## src/rtl/mips_pkg.sv

```systemverilog
`default_nettype none
// ============================================================================
// Module   : mips_pkg
// Brief    : Shared register-file widths and the write-back entry type.
// Revision : 1.0
// ============================================================================
package mips_pkg;

    localparam int ADDR_L = 5;
    localparam int WL     = 32;

    typedef struct packed {
        logic [ADDR_L-1:0] addr;
        logic [WL-1:0]     data;
    } wb_entry_t;

endpackage
`default_nettype wire

```

## src/rtl/wb_queue.sv

```systemverilog
`default_nettype none
// ============================================================================
// Module   : wb_queue
// Brief    : In-order circular write-back buffer, two pushes and one pop per
//            cycle, with every slot and its valid bit exposed for lookups.
// Revision : 1.0
// ============================================================================
module wb_queue
    import mips_pkg::*;
#(
    parameter int DEPTH = 4
) (
    input  logic                          clk,
    input  logic                          rst,
    input  logic                          push0,
    input  wb_entry_t                     ent0,
    input  logic                          push1,
    input  wb_entry_t                     ent1,
    input  logic                          pop,
    output logic [$clog2(DEPTH):0]        count,
    output logic [$clog2(DEPTH)-1:0]      rd_ptr,
    output wb_entry_t                     head,
    output wb_entry_t [DEPTH-1:0]         entries,
    output logic [DEPTH-1:0]              valid
);

    localparam int PW = $clog2(DEPTH);
    localparam int CW = PW + 1;

    wb_entry_t [DEPTH-1:0] r_ent;
    logic [PW-1:0]         r_wr_ptr;
    logic [PW-1:0]         r_rd_ptr;
    logic [CW-1:0]         r_count;
    logic [PW-1:0]         w_wr_ptr1;

    // The second push lands behind the first only when the first is present.
    assign w_wr_ptr1 = r_wr_ptr + PW'(push0);

    always_ff @(posedge clk or negedge rst) begin
        if (!rst) begin
            r_ent    <= '0;
            r_wr_ptr <= '0;
            r_rd_ptr <= '0;
            r_count  <= '0;
        end else begin
            if (push0) begin
                r_ent[r_wr_ptr] <= ent0;
            end
            if (push1) begin
                r_ent[w_wr_ptr1] <= ent1;
            end
            r_wr_ptr <= r_wr_ptr + PW'(push0) + PW'(push1);
            if (pop) begin
                r_rd_ptr <= r_rd_ptr + PW'(1);
            end
            r_count <= r_count + CW'(push0) + CW'(push1) - CW'(pop);
        end
    end

    for (genvar i = 0; i < DEPTH; i++) begin : g_valid
        logic [PW-1:0] w_off;
        assign w_off    = PW'(i) - r_rd_ptr;
        assign valid[i] = ({1'b0, w_off} < r_count);
    end

    assign count   = r_count;
    assign rd_ptr  = r_rd_ptr;
    assign head    = r_ent[r_rd_ptr];
    assign entries = r_ent;

endmodule
`default_nettype wire

```

## src/rtl/regfile_write_arbiter.sv

```systemverilog
`default_nettype none
// ============================================================================
// Module   : regfile_write_arbiter
// Brief    : Two-producer write-back arbiter feeding the single RF write port,
//            with youngest-match bypass lookup over pending entries.
//            Optional stall counter: REGFILE_WRITE_ARBITER_STATS_EN.
// Revision : 1.0
// ============================================================================
module regfile_write_arbiter
    import mips_pkg::*;
#(
    parameter int DEPTH = 4
) (
    input  logic              clk,
    input  logic              rst,
    input  logic              a_valid,
    output logic              a_ready,
    input  logic [ADDR_L-1:0] a_addr,
    input  logic [WL-1:0]     a_data,
    input  logic              b_valid,
    output logic              b_ready,
    input  logic [ADDR_L-1:0] b_addr,
    input  logic [WL-1:0]     b_data,
    input  logic              hold,
    output logic              rf_we,
    output logic [ADDR_L-1:0] rf_waddr,
    output logic [WL-1:0]     rf_wdata,
    input  logic [ADDR_L-1:0] lk_addr1,
    input  logic [ADDR_L-1:0] lk_addr2,
    output logic              lk_hit1,
    output logic              lk_hit2,
    output logic [WL-1:0]     lk_data1,
    output logic [WL-1:0]     lk_data2,
`ifdef REGFILE_WRITE_ARBITER_STATS_EN
    output logic [15:0]       stall_cnt,
`endif
    output logic              busy
);

    localparam int            PW      = $clog2(DEPTH);
    localparam int            CW      = PW + 1;
    localparam logic [CW-1:0] C_DEPTH = CW'(DEPTH);

    logic [CW-1:0]         w_count;
    logic [CW-1:0]         w_free;
    logic [PW-1:0]         w_rd_ptr;
    wb_entry_t             w_head;
    wb_entry_t [DEPTH-1:0] w_entries;
    logic [DEPTH-1:0]      w_valid;
    logic                  w_push_a;
    logic                  w_push_b;
    wb_entry_t             w_ent_a;
    wb_entry_t             w_ent_b;

    assign w_free  = C_DEPTH - w_count;
    assign a_ready = rst & (w_free != '0);
    assign b_ready = rst & ((w_free >= CW'(2)) | ((w_free == CW'(1)) & ~a_valid));

    // Register 0 writes are accepted and dropped; they never occupy a slot.
    assign w_push_a = a_valid & a_ready & (a_addr != '0);
    assign w_push_b = b_valid & b_ready & (b_addr != '0);
    assign w_ent_a  = '{addr: a_addr, data: a_data};
    assign w_ent_b  = '{addr: b_addr, data: b_data};

    wb_queue #(
        .DEPTH (DEPTH)
    ) u_queue (
        .clk     (clk),
        .rst     (rst),
        .push0   (w_push_a),
        .ent0    (w_ent_a),
        .push1   (w_push_b),
        .ent1    (w_ent_b),
        .pop     (rf_we),
        .count   (w_count),
        .rd_ptr  (w_rd_ptr),
        .head    (w_head),
        .entries (w_entries),
        .valid   (w_valid)
    );

    assign busy     = (w_count != '0);
    assign rf_we    = busy & ~hold;
    assign rf_waddr = busy ? w_head.addr : '0;
    assign rf_wdata = busy ? w_head.data : '0;

    // Walk oldest to youngest so the last match left standing is the youngest.
    always_comb begin
        logic [PW-1:0] idx;
        lk_hit1  = 1'b0;
        lk_data1 = '0;
        lk_hit2  = 1'b0;
        lk_data2 = '0;
        idx      = '0;
        for (int k = 0; k < DEPTH; k++) begin
            idx = w_rd_ptr + PW'(k);
            if (w_valid[idx] && (lk_addr1 != '0) && (w_entries[idx].addr == lk_addr1)) begin
                lk_hit1  = 1'b1;
                lk_data1 = w_entries[idx].data;
            end
            if (w_valid[idx] && (lk_addr2 != '0) && (w_entries[idx].addr == lk_addr2)) begin
                lk_hit2  = 1'b1;
                lk_data2 = w_entries[idx].data;
            end
        end
    end

`ifdef REGFILE_WRITE_ARBITER_STATS_EN
    logic        w_stall;
    logic [15:0] r_stall_cnt;

    assign w_stall = (a_valid & ~a_ready) | (b_valid & ~b_ready);

    always_ff @(posedge clk or negedge rst) begin
        if (!rst) begin
            r_stall_cnt <= '0;
        end else if (w_stall && (r_stall_cnt != 16'hFFFF)) begin
            r_stall_cnt <= r_stall_cnt + 16'd1;
        end
    end

    assign stall_cnt = r_stall_cnt;
`endif

endmodule
`default_nettype wire
```

## config.mk

```make
export PLATFORM = sky130hd
export DESIGN_NAME = regfile_write_arbiter
export DESIGN_NICKNAME = d
export VERILOG_FILES = /design/src/rtl/mips_pkg.sv /design/src/rtl/wb_queue.sv /design/src/rtl/regfile_write_arbiter.sv
export SDC_FILE = /design/constraint.sdc
export NUM_CORES = 1
export LEC_CHECK = 0
export CORE_MARGIN = 1.5
export CORE_UTILIZATION = 57
export DETAILED_ROUTE_END_ITERATION = 10
export PLACE_DENSITY_LB_ADDON = 0.08
export SLEW_MARGIN = 10
export SYNTH_ARGS = -nofsm -noshare
export SYNTH_HDL_FRONTEND = slang
export SYNTH_SLANG_ARGS = --single-unit
```

## constraint.sdc

```tcl
create_clock -name clk -period 5.3 [get_ports clk]
set_input_delay 0.795 -clock clk [delete_from_list [all_inputs] [get_ports clk]]
set_output_delay 0.795 -clock clk [all_outputs]
set_load 0.005 [all_outputs]
```

; ---- Word level (Yosys, flattened, before mapping)
; Index checks and enable logic that the tools add are counted.
[op_classes]
addsub = 13
order_cmp = 13
eq_ne = 9
n_mux = 42
n_bitwise = 11
reduce_logical = 24
[op_table]
columns = cell, count
row1 = $bmux 37 s2, 4
row2 = $bwmux 148, 2
row3 = $mux 148, 2
row4 = $mux 32, 9
row5 = $mux 37, 6
row6 = $demux 37 s2, 2
row7 = $eq 5x5->1, 8
row8 = $reduce_bool 5->1, 4
row9 = $logic_and 1x1->1, 18
row10 = $lt 2x3->1 const B, 6
row11 = $lt 2x3->1, 4
row12 = $mux 1, 12
row13 = $and 1x1->1, 8
row14 = $bmux 1 s2, 4
row15 = $add 3x1->3, 2
row16 = $reduce_bool 3->1, 2
row17 = $mux 5, 1
row18 = $add 2x1->2, 2
row19 = $add 2x2->2 const B, 2
row20 = $ge 2x1->1 const B, 2
row21 = $sub 1x2->2 const A, 2
row22 = $sub 2x2->2 const A, 2
row23 = $eq 3x1->1 const B, 1
row24 = $ge 3x2->1 const B, 1
row25 = other kinds (5), 6
[word_totals]
register_bits = 155
output_inout_bits = 107

; ---- Longest topological paths before layout
[depth]
word_depth = 12
mapped_depth = 19
mapped_depth_nobuf = 12

; ---- Modules after synthesis
; A second synthesis with hierarchy kept.
[hier_totals]
hier_cells = 1891
hier_area_um2 = 14734.1
[modules_own_cells]
columns = mod, instances, cells_each, area_per_inst_um2, seq_area_each_um2
row1 = wb_queue, 1, 919, 8328.0, 3878.7
row2 = regfile_write_arbiter, 1, 972, 6406.1, 0.0

; ---- Least setup slack after synthesis
; Ideal clock, no wire load.
[synth_timing]
path_type = flip-flop to output port
start = register u_queue.r_rd_ptr[1], in the netlist u_queue.rd_ptr[1]
end = output port lk_data2[14]
arrival_ns = 3.751
required_ns = 4.505
path_slack_ns = 0.754
path_stages_with_launch = 18
n_path_buf = 9
path_cell_list = dfrtp_1 -> buf_4 -> buf_4 -> buf_4 -> buf_4 -> buf_4 -> buf_2 -> buf_2 -> xnor2_1 -> inv_1 -> ha_1 -> a211oi_1 -> o32ai_1 -> or3_1 -> buf_2 -> buf_2 -> mux2i_1 -> a221oi_1
[synth_via]
elab_chain_len = 10
elab_cells_between_ends = 43
classes_between = 7 x add/sub / 4 x order compare / 4 x eq/ne / 20 x mux / 8 x reduce/logical
[synth_lines]
columns = element, line_no
row1 = "start, declared", wb_queue.sv:32  ; logic [PW-1:0] r_rd_ptr;
row2 = "start signal, assigned", wb_queue.sv:54  ; r_rd_ptr <= r_rd_ptr + PW'(1);
row3 = $sub 1x2->2 or $sub 2x2->2 (tied branches), wb_queue.sv:62  ; assign w_off = PW'(i) - r_rd_ptr;
row4 = $lt 2x3->1, wb_queue.sv:63  ; assign valid[i] = ({1'b0, w_off} < r_count);
row5 = $bmux 1 s2, regfile_write_arbiter.sv:101  ; if (w_valid[idx] && (lk_addr2 != '0) && (w_entries[idx].addr == lk_addr2)) begin
row6 = $mux 1 (not written as such), regfile_write_arbiter.sv:101
row7 = $logic_and 1x1->1 (2 in series), regfile_write_arbiter.sv:101
row8 = $mux 32 (3 in series), regfile_write_arbiter.sv:101
row9 = $mux 32 (*), regfile_write_arbiter.sv:101
row10 = "end, declared", regfile_write_arbiter.sv:33  ; output logic [WL-1:0] lk_data2,
; Mark *: on every way between the ends. The rest lies on a longest branch, timed or not. The select of a mux whose other input is x is not followed.

; ---- Worst setup path in the final report
[layout_timing]
start = register u_queue.r_rd_ptr[1], in the netlist u_queue.rd_ptr[1]
end = output port lk_data2[28]
; The elaborated chain is that of the path after synthesis.

==> impl_results.rst <==
.. list-table::
   :header-rows: 1

   * - Metric
     - Value
   * - Result of the run
     - completed
   * - Required time of the critical path
     - around 4.5 ns
   * - Type of destination of the critical path
     - output pin
   * - Primary flip-flop cell chosen by synthesis mapping
     - sky130_fd_sc_hd__dfrtp_1
   * - Pin count of the biggest net entering global routing
     - 63
   * - Number of cells produced by synthesis
     - 1617
   * - Count of max-cap constraint violations
     - 0
   * - Startpoint-to-endpoint class of the critical path
     - reg2out
   * - Placeable core region
     - 24200 um^2
   * - Number of vias after detailed routing
     - ~14000
   * - Leakage power figure
     - about 7.4 nW
   * - Flip-flop and latch count after synthesis
     - between 150 and 200
   * - Antenna diode instance count
     - 0
   * - GRT Max-Usage Layer
     - met2
   * - I/O pins
     - 196
   * - Clock tree from TritonCTS
     - built
   * - Max transition margin
     - 0.271
   * - CTS-repair resized insts
     - 0
   * - Overall routing resource usage
     - 0.372
   * - Top fanout value on the critical path
     - 34
   * - Buffer levels on the longest clock path
     - 2
   * - Synth warn
     - 0
   * - Worst Reg-to-Reg Cells
     - 11
   * - Multiplexer share of the synthesized area
     - 0.307
   * - Met2 track utilization from global routing
     - 0.590
   * - Last weighted congestion value of the routability-driven placer
     - 0.937
   * - Part of the Yosys area used for sequential elements
     - 0.277
   * - GR Layer Usage met1
     - 0.500
   * - Minimum setup slack after placement
     - 0.594 ns
   * - Final ANT Viol Nets
     - 0
   * - Drt drc
     - 0
   * - Detail Placement HPWL
     - roughly 32000 um
   * - Dominant combinational cell family by area after synthesis
     - multiplexers
   * - R2r startpoint
     - u_queue.count[1]
   * - Pwr dens
     - a little over 700 nW/um^2
   * - X dimension of the die
     - 160 um
   * - Cell area after technology mapping
     - around 14000 um^2
   * - Count of buffers from port buffering
     - about 200
   * - Count of distinct cell types in the synthesized netlist
     - 66
   * - Simple logic cell fraction of the synthesized area
     - 0.170
   * - H-tree level count
     - 4
   * - Initial antenna violation count
     - 0
   * - Number of flops mapped to enable cells by yosys
     - 0
   * - Final critical delay including setup and external delays
     - around 5 ns
   * - Vias in the first global route
     - around 13000
   * - Avg Vias per Cell
     - approximately 6.7
   * - Area fraction in compound gates after synthesis
     - 0.149
   * - Setup repair after global routing missed its margin
     - false
   * - Final period utilization
     - 0.972
   * - Adder and majority cell fraction of the synthesized area
     - 0.0136
   * - Met3 capacity usage during global routing
     - 0.0725
   * - Maximum operating frequency
     - ~0.19 GHz
   * - Class of the tightest hold or removal check
     - in2async
   * - Final nets
     - around 1800
   * - Final setup vio count
     - 0
   * - Worst-case clock skew
     - 0.0144 ns
   * - Master cell of the clock root buffer
     - sky130_fd_sc_hd__clkbuf_16
   * - Total count of max-transition violations in the final report
     - 0
   * - Post-synthesis net count
     - 1720
   * - CTS clock-pin slew for the worst setup and hold paths
     - 0.07 ns
   * - Average wire per cell in the routed design
     - 23.6 um
   * - Clock net sink count
     - approximately 160
   * - Number of buffers created by CTS
     - 17
   * - VDD IR max
     - between 0.4 and 0.5 mV
   * - Quantity of hold-fixing buffers added after cts
     - 0
   * - Initial Utilization
     - 0.578
   * - Die Outline Area
     - 25600 um^2
   * - Register-to-register path setup slack
     - between 1.5 and 2 ns
   * - Std cell rows
     - 57
   * - Post-CTS Setup Repair Bufs
     - 0
   * - Floorplan die height
     - around 160 um
   * - Remaining global-route overflow
     - 0
   * - Number of fill cells
     - approximately 2000
   * - Worst-Margin Slew
     - approximately 1.1 ns
   * - Post-synthesis async set-or-reset flop share
     - 1.00
   * - Tightest hold margin
     - 0.268 ns
   * - Avg Cell Area, Syn
     - between 8 and 9 um^2
   * - Wire length of the first global-routing pass
     - 75000 um
   * - Crit path launch type
     - flip-flop
   * - Sum of routed wire length over all layers
     - about 49000 um
   * - Fin worst setup slack
     - 0.146 ns
   * - Synthesis-to-finish area growth
     - 20.0%
   * - Iteration count of the initial detailed-routing pass
     - 7
   * - Terminus of the critical flop-to-flop path
     - u_queue.entries[66]
   * - Proportion of layout cells with a drive suffix above 1
     - 0.110
   * - Iteration-0 DRC Markers
     - roughly 1600
   * - Hold Violations, Final
     - 0
   * - Parity-gate share of the synthesized area counting xor and xnor cells
     - 0.0266
   * - Setup TNS
     - 0 ns
   * - Skew-Pair Late Insertion Delay
     - ~0.44 ns
   * - Arrival time at the worst endpoint
     - about 4.4 ns
[layout by cell type, fill, tap and decap left out, drive strengths merged, types with 3 or more instances in the layout]
| cell type | Yosys | layout |
|---|---|---|
| xnor2 | 32 | 32 |
| nor2 | 61 | 61 |
| and3 | 6 | 6 |
| nand2 | 221 | 221 |
| clkbuf | 107 | 18 |
| a221oi | 32 | 32 |
| nand2b | 3 | 3 |
| nor4 | 51 | 51 |
| inv | 18 | 26 |
| clkinv | 0 | 4 |
| a31oi | 33 | 33 |
| nor3 | 29 | 29 |
| nand4 | 35 | 35 |
| mux2 | 53 | 53 |
| nor2b | 6 | 6 |
| ha | 12 | 12 |
| xor2 | 8 | 8 |
| nand3b | 18 | 18 |
| buf | 52 | 54 |
| clkdlybuf4s50 | 0 | 194 |
| o31ai | 32 | 32 |
| mux2i | 325 | 325 |
| and2 | 21 | 21 |
| a211oi | 8 | 8 |
| dfrtp | 155 | 155 |
| a21oi | 36 | 37 |
| or3 | 3 | 3 |
| mux4 | 19 | 19 |
| nand3 | 29 | 29 |
| o21ai | 182 | 182 |
[metrics by stage]
stage | cell area [um^2] | utilization | instances | total power, W
2_1_floorplan | 14000 | - | 1617 | 0.00755
3_3_place_gp | 16200 | 0.669 | 2029 | 0.0104
3_5_place_dp | 16200 | 0.669 | 2029 | 0.0106
4_1_cts | 16800 | 0.693 | 2061 | 0.0119
5_1_grt | 16800 | 0.694 | 2063 | 0.0129
6_report | 16800 | 0.694 | 2063 | 0.0122
[sequential cells by signal, indices dropped and copies added, names as in the netlist]
name / flops
u_queue.entries: 148
u_queue.count: 3
u_queue.r_wr_ptr: 2
u_queue.rd_ptr: 2
[final cells by class]
cell class,instances,area [um^2],share of cell area
sequential,155,3890,0.231
clock buffer,18,439,0.0261
inverter,18,72.6,0.00431
multi-input combinational,1286,9460,0.562
tap,324,405,0.0241
timing repair buffer,248,2410,0.143
clock inverter,14,153,0.00907
[synth_stat cells (2+ instances only)]
| cell | instances | area [um^2] |
|---|---|---|
| sky130_fd_sc_hd__o31ai_1 | 32 | 240 |
| sky130_fd_sc_hd__fa_1 | 2 | 40.0 |
| sky130_fd_sc_hd__or3_1 | 3 | 18.8 |
| sky130_fd_sc_hd__inv_1 | 16 | 60.1 |
| sky130_fd_sc_hd__xnor2_1 | 29 | 254 |
| sky130_fd_sc_hd__xor2_1 | 8 | 70.1 |
| sky130_fd_sc_hd__dfrtp_1 | 155 | 3880 |
| sky130_fd_sc_hd__and3_1 | 6 | 37.5 |
| sky130_fd_sc_hd__mux4_2 | 10 | 225 |
| sky130_fd_sc_hd__nor4_1 | 51 | 319 |
| sky130_fd_sc_hd__o21ai_0 | 182 | 911 |
| sky130_fd_sc_hd__a221oi_1 | 30 | 263 |
| sky130_fd_sc_hd__nor3_1 | 28 | 140 |
| sky130_fd_sc_hd__nand2_1 | 220 | 826 |
| sky130_fd_sc_hd__mux4_1 | 9 | 236 |
| sky130_fd_sc_hd__nand2b_1 | 3 | 18.8 |
| sky130_fd_sc_hd__a211o_1 | 2 | 17.5 |
| sky130_fd_sc_hd__nor2b_1 | 6 | 37.5 |
| sky130_fd_sc_hd__buf_2 | 25 | 125 |
| sky130_fd_sc_hd__o32ai_1 | 2 | 17.5 |
| sky130_fd_sc_hd__nand4_1 | 34 | 213 |
| sky130_fd_sc_hd__nand3_2 | 9 | 90.1 |
| sky130_fd_sc_hd__and2_1 | 21 | 131 |
| sky130_fd_sc_hd__inv_2 | 2 | 7.51 |
| sky130_fd_sc_hd__a31oi_1 | 33 | 206 |
| sky130_fd_sc_hd__o2111ai_1 | 2 | 17.5 |
| sky130_fd_sc_hd__a221oi_2 | 2 | 30.0 |
| sky130_fd_sc_hd__buf_6 | 5 | 56.3 |
| sky130_fd_sc_hd__buf_4 | 11 | 82.6 |
| sky130_fd_sc_hd__buf_1 | 10 | 37.5 |
| sky130_fd_sc_hd__nand3b_1 | 18 | 135 |
| sky130_fd_sc_hd__ha_1 | 12 | 150 |
| sky130_fd_sc_hd__clkbuf_1 | 107 | 402 |
| sky130_fd_sc_hd__nor2_1 | 61 | 229 |
| sky130_fd_sc_hd__mux2_2 | 52 | 586 |
| sky130_fd_sc_hd__or4_1 | 2 | 15.0 |
| sky130_fd_sc_hd__a211oi_1 | 8 | 60.1 |
| sky130_fd_sc_hd__nand3_1 | 20 | 100 |
| sky130_fd_sc_hd__xnor2_2 | 3 | 48.8 |
| sky130_fd_sc_hd__mux2i_1 | 325 | 3250 |
| sky130_fd_sc_hd__a21oi_1 | 36 | 180 |
[worst max-delay path, cell delays in order (launching register included)]
cell and delay [ns]:
sky130_fd_sc_hd__dfrtp_4 0.52, sky130_fd_sc_hd__buf_4 0.36, sky130_fd_sc_hd__mux4_1 0.67, sky130_fd_sc_hd__xor2_1 0.18, sky130_fd_sc_hd__nor3_1 0.35, sky130_fd_sc_hd__and3_2 0.37
sky130_fd_sc_hd__buf_4 0.39, sky130_fd_sc_hd__nor4_1 0.08, sky130_fd_sc_hd__a221oi_1 0.38, sky130_fd_sc_hd__clkdlybuf4s50_1 0.60
[worst max-delay path by stage]
stage	startpoint	to	slack (ns)	cells after the start
5_1_grt	u_queue.rd_ptr[1]	lk_data2[5]	0.03	8
6_report	u_queue.rd_ptr[1]	lk_data2[28]	0.15	9
3_3_place_gp	lk_addr2[0]	lk_data2[11]	0.59	8
3_5_place_dp	lk_addr1[0]	lk_data1[23]	0.59	8
4_1_cts	u_queue.rd_ptr[0]	lk_data2[11]	0.17	10
2_1_floorplan	u_queue.rd_ptr[1]	lk_data2[14]	0.75	17
[power by group]
part           switching (W)  total (W)  internal, W  leakage (nW)
clock               0.000596    0.00128     0.000682         0.290
combinational        0.00481    0.00857      0.00376          5.18
sequential          0.000579    0.00235      0.00177          1.91
total                0.00599     0.0122      0.00621          7.38
[per-layer routing]
metal | vias to the layer above | part of all wire
met4 | 0 | 0.034
met3 | 155 | 0.098
met2 | 891 | 0.46
met1 | 6681 | 0.41
met5 | - | 0
li1 | 6198 | -
[logic make-up (layout without fill, tap and decap cells)]
family / after synthesis / after routing
and+or+nand+nor: 491 / 491
adders and majority gates: 14 / 14
AOI/OAI and AO/OA: 343 / 344
buffers and inverters: 177 / 298
xor gates and xnor gates: 40 / 40
DFF: 155 / 155
muxes: 397 / 397
Power figures use the tool's default switching activity.
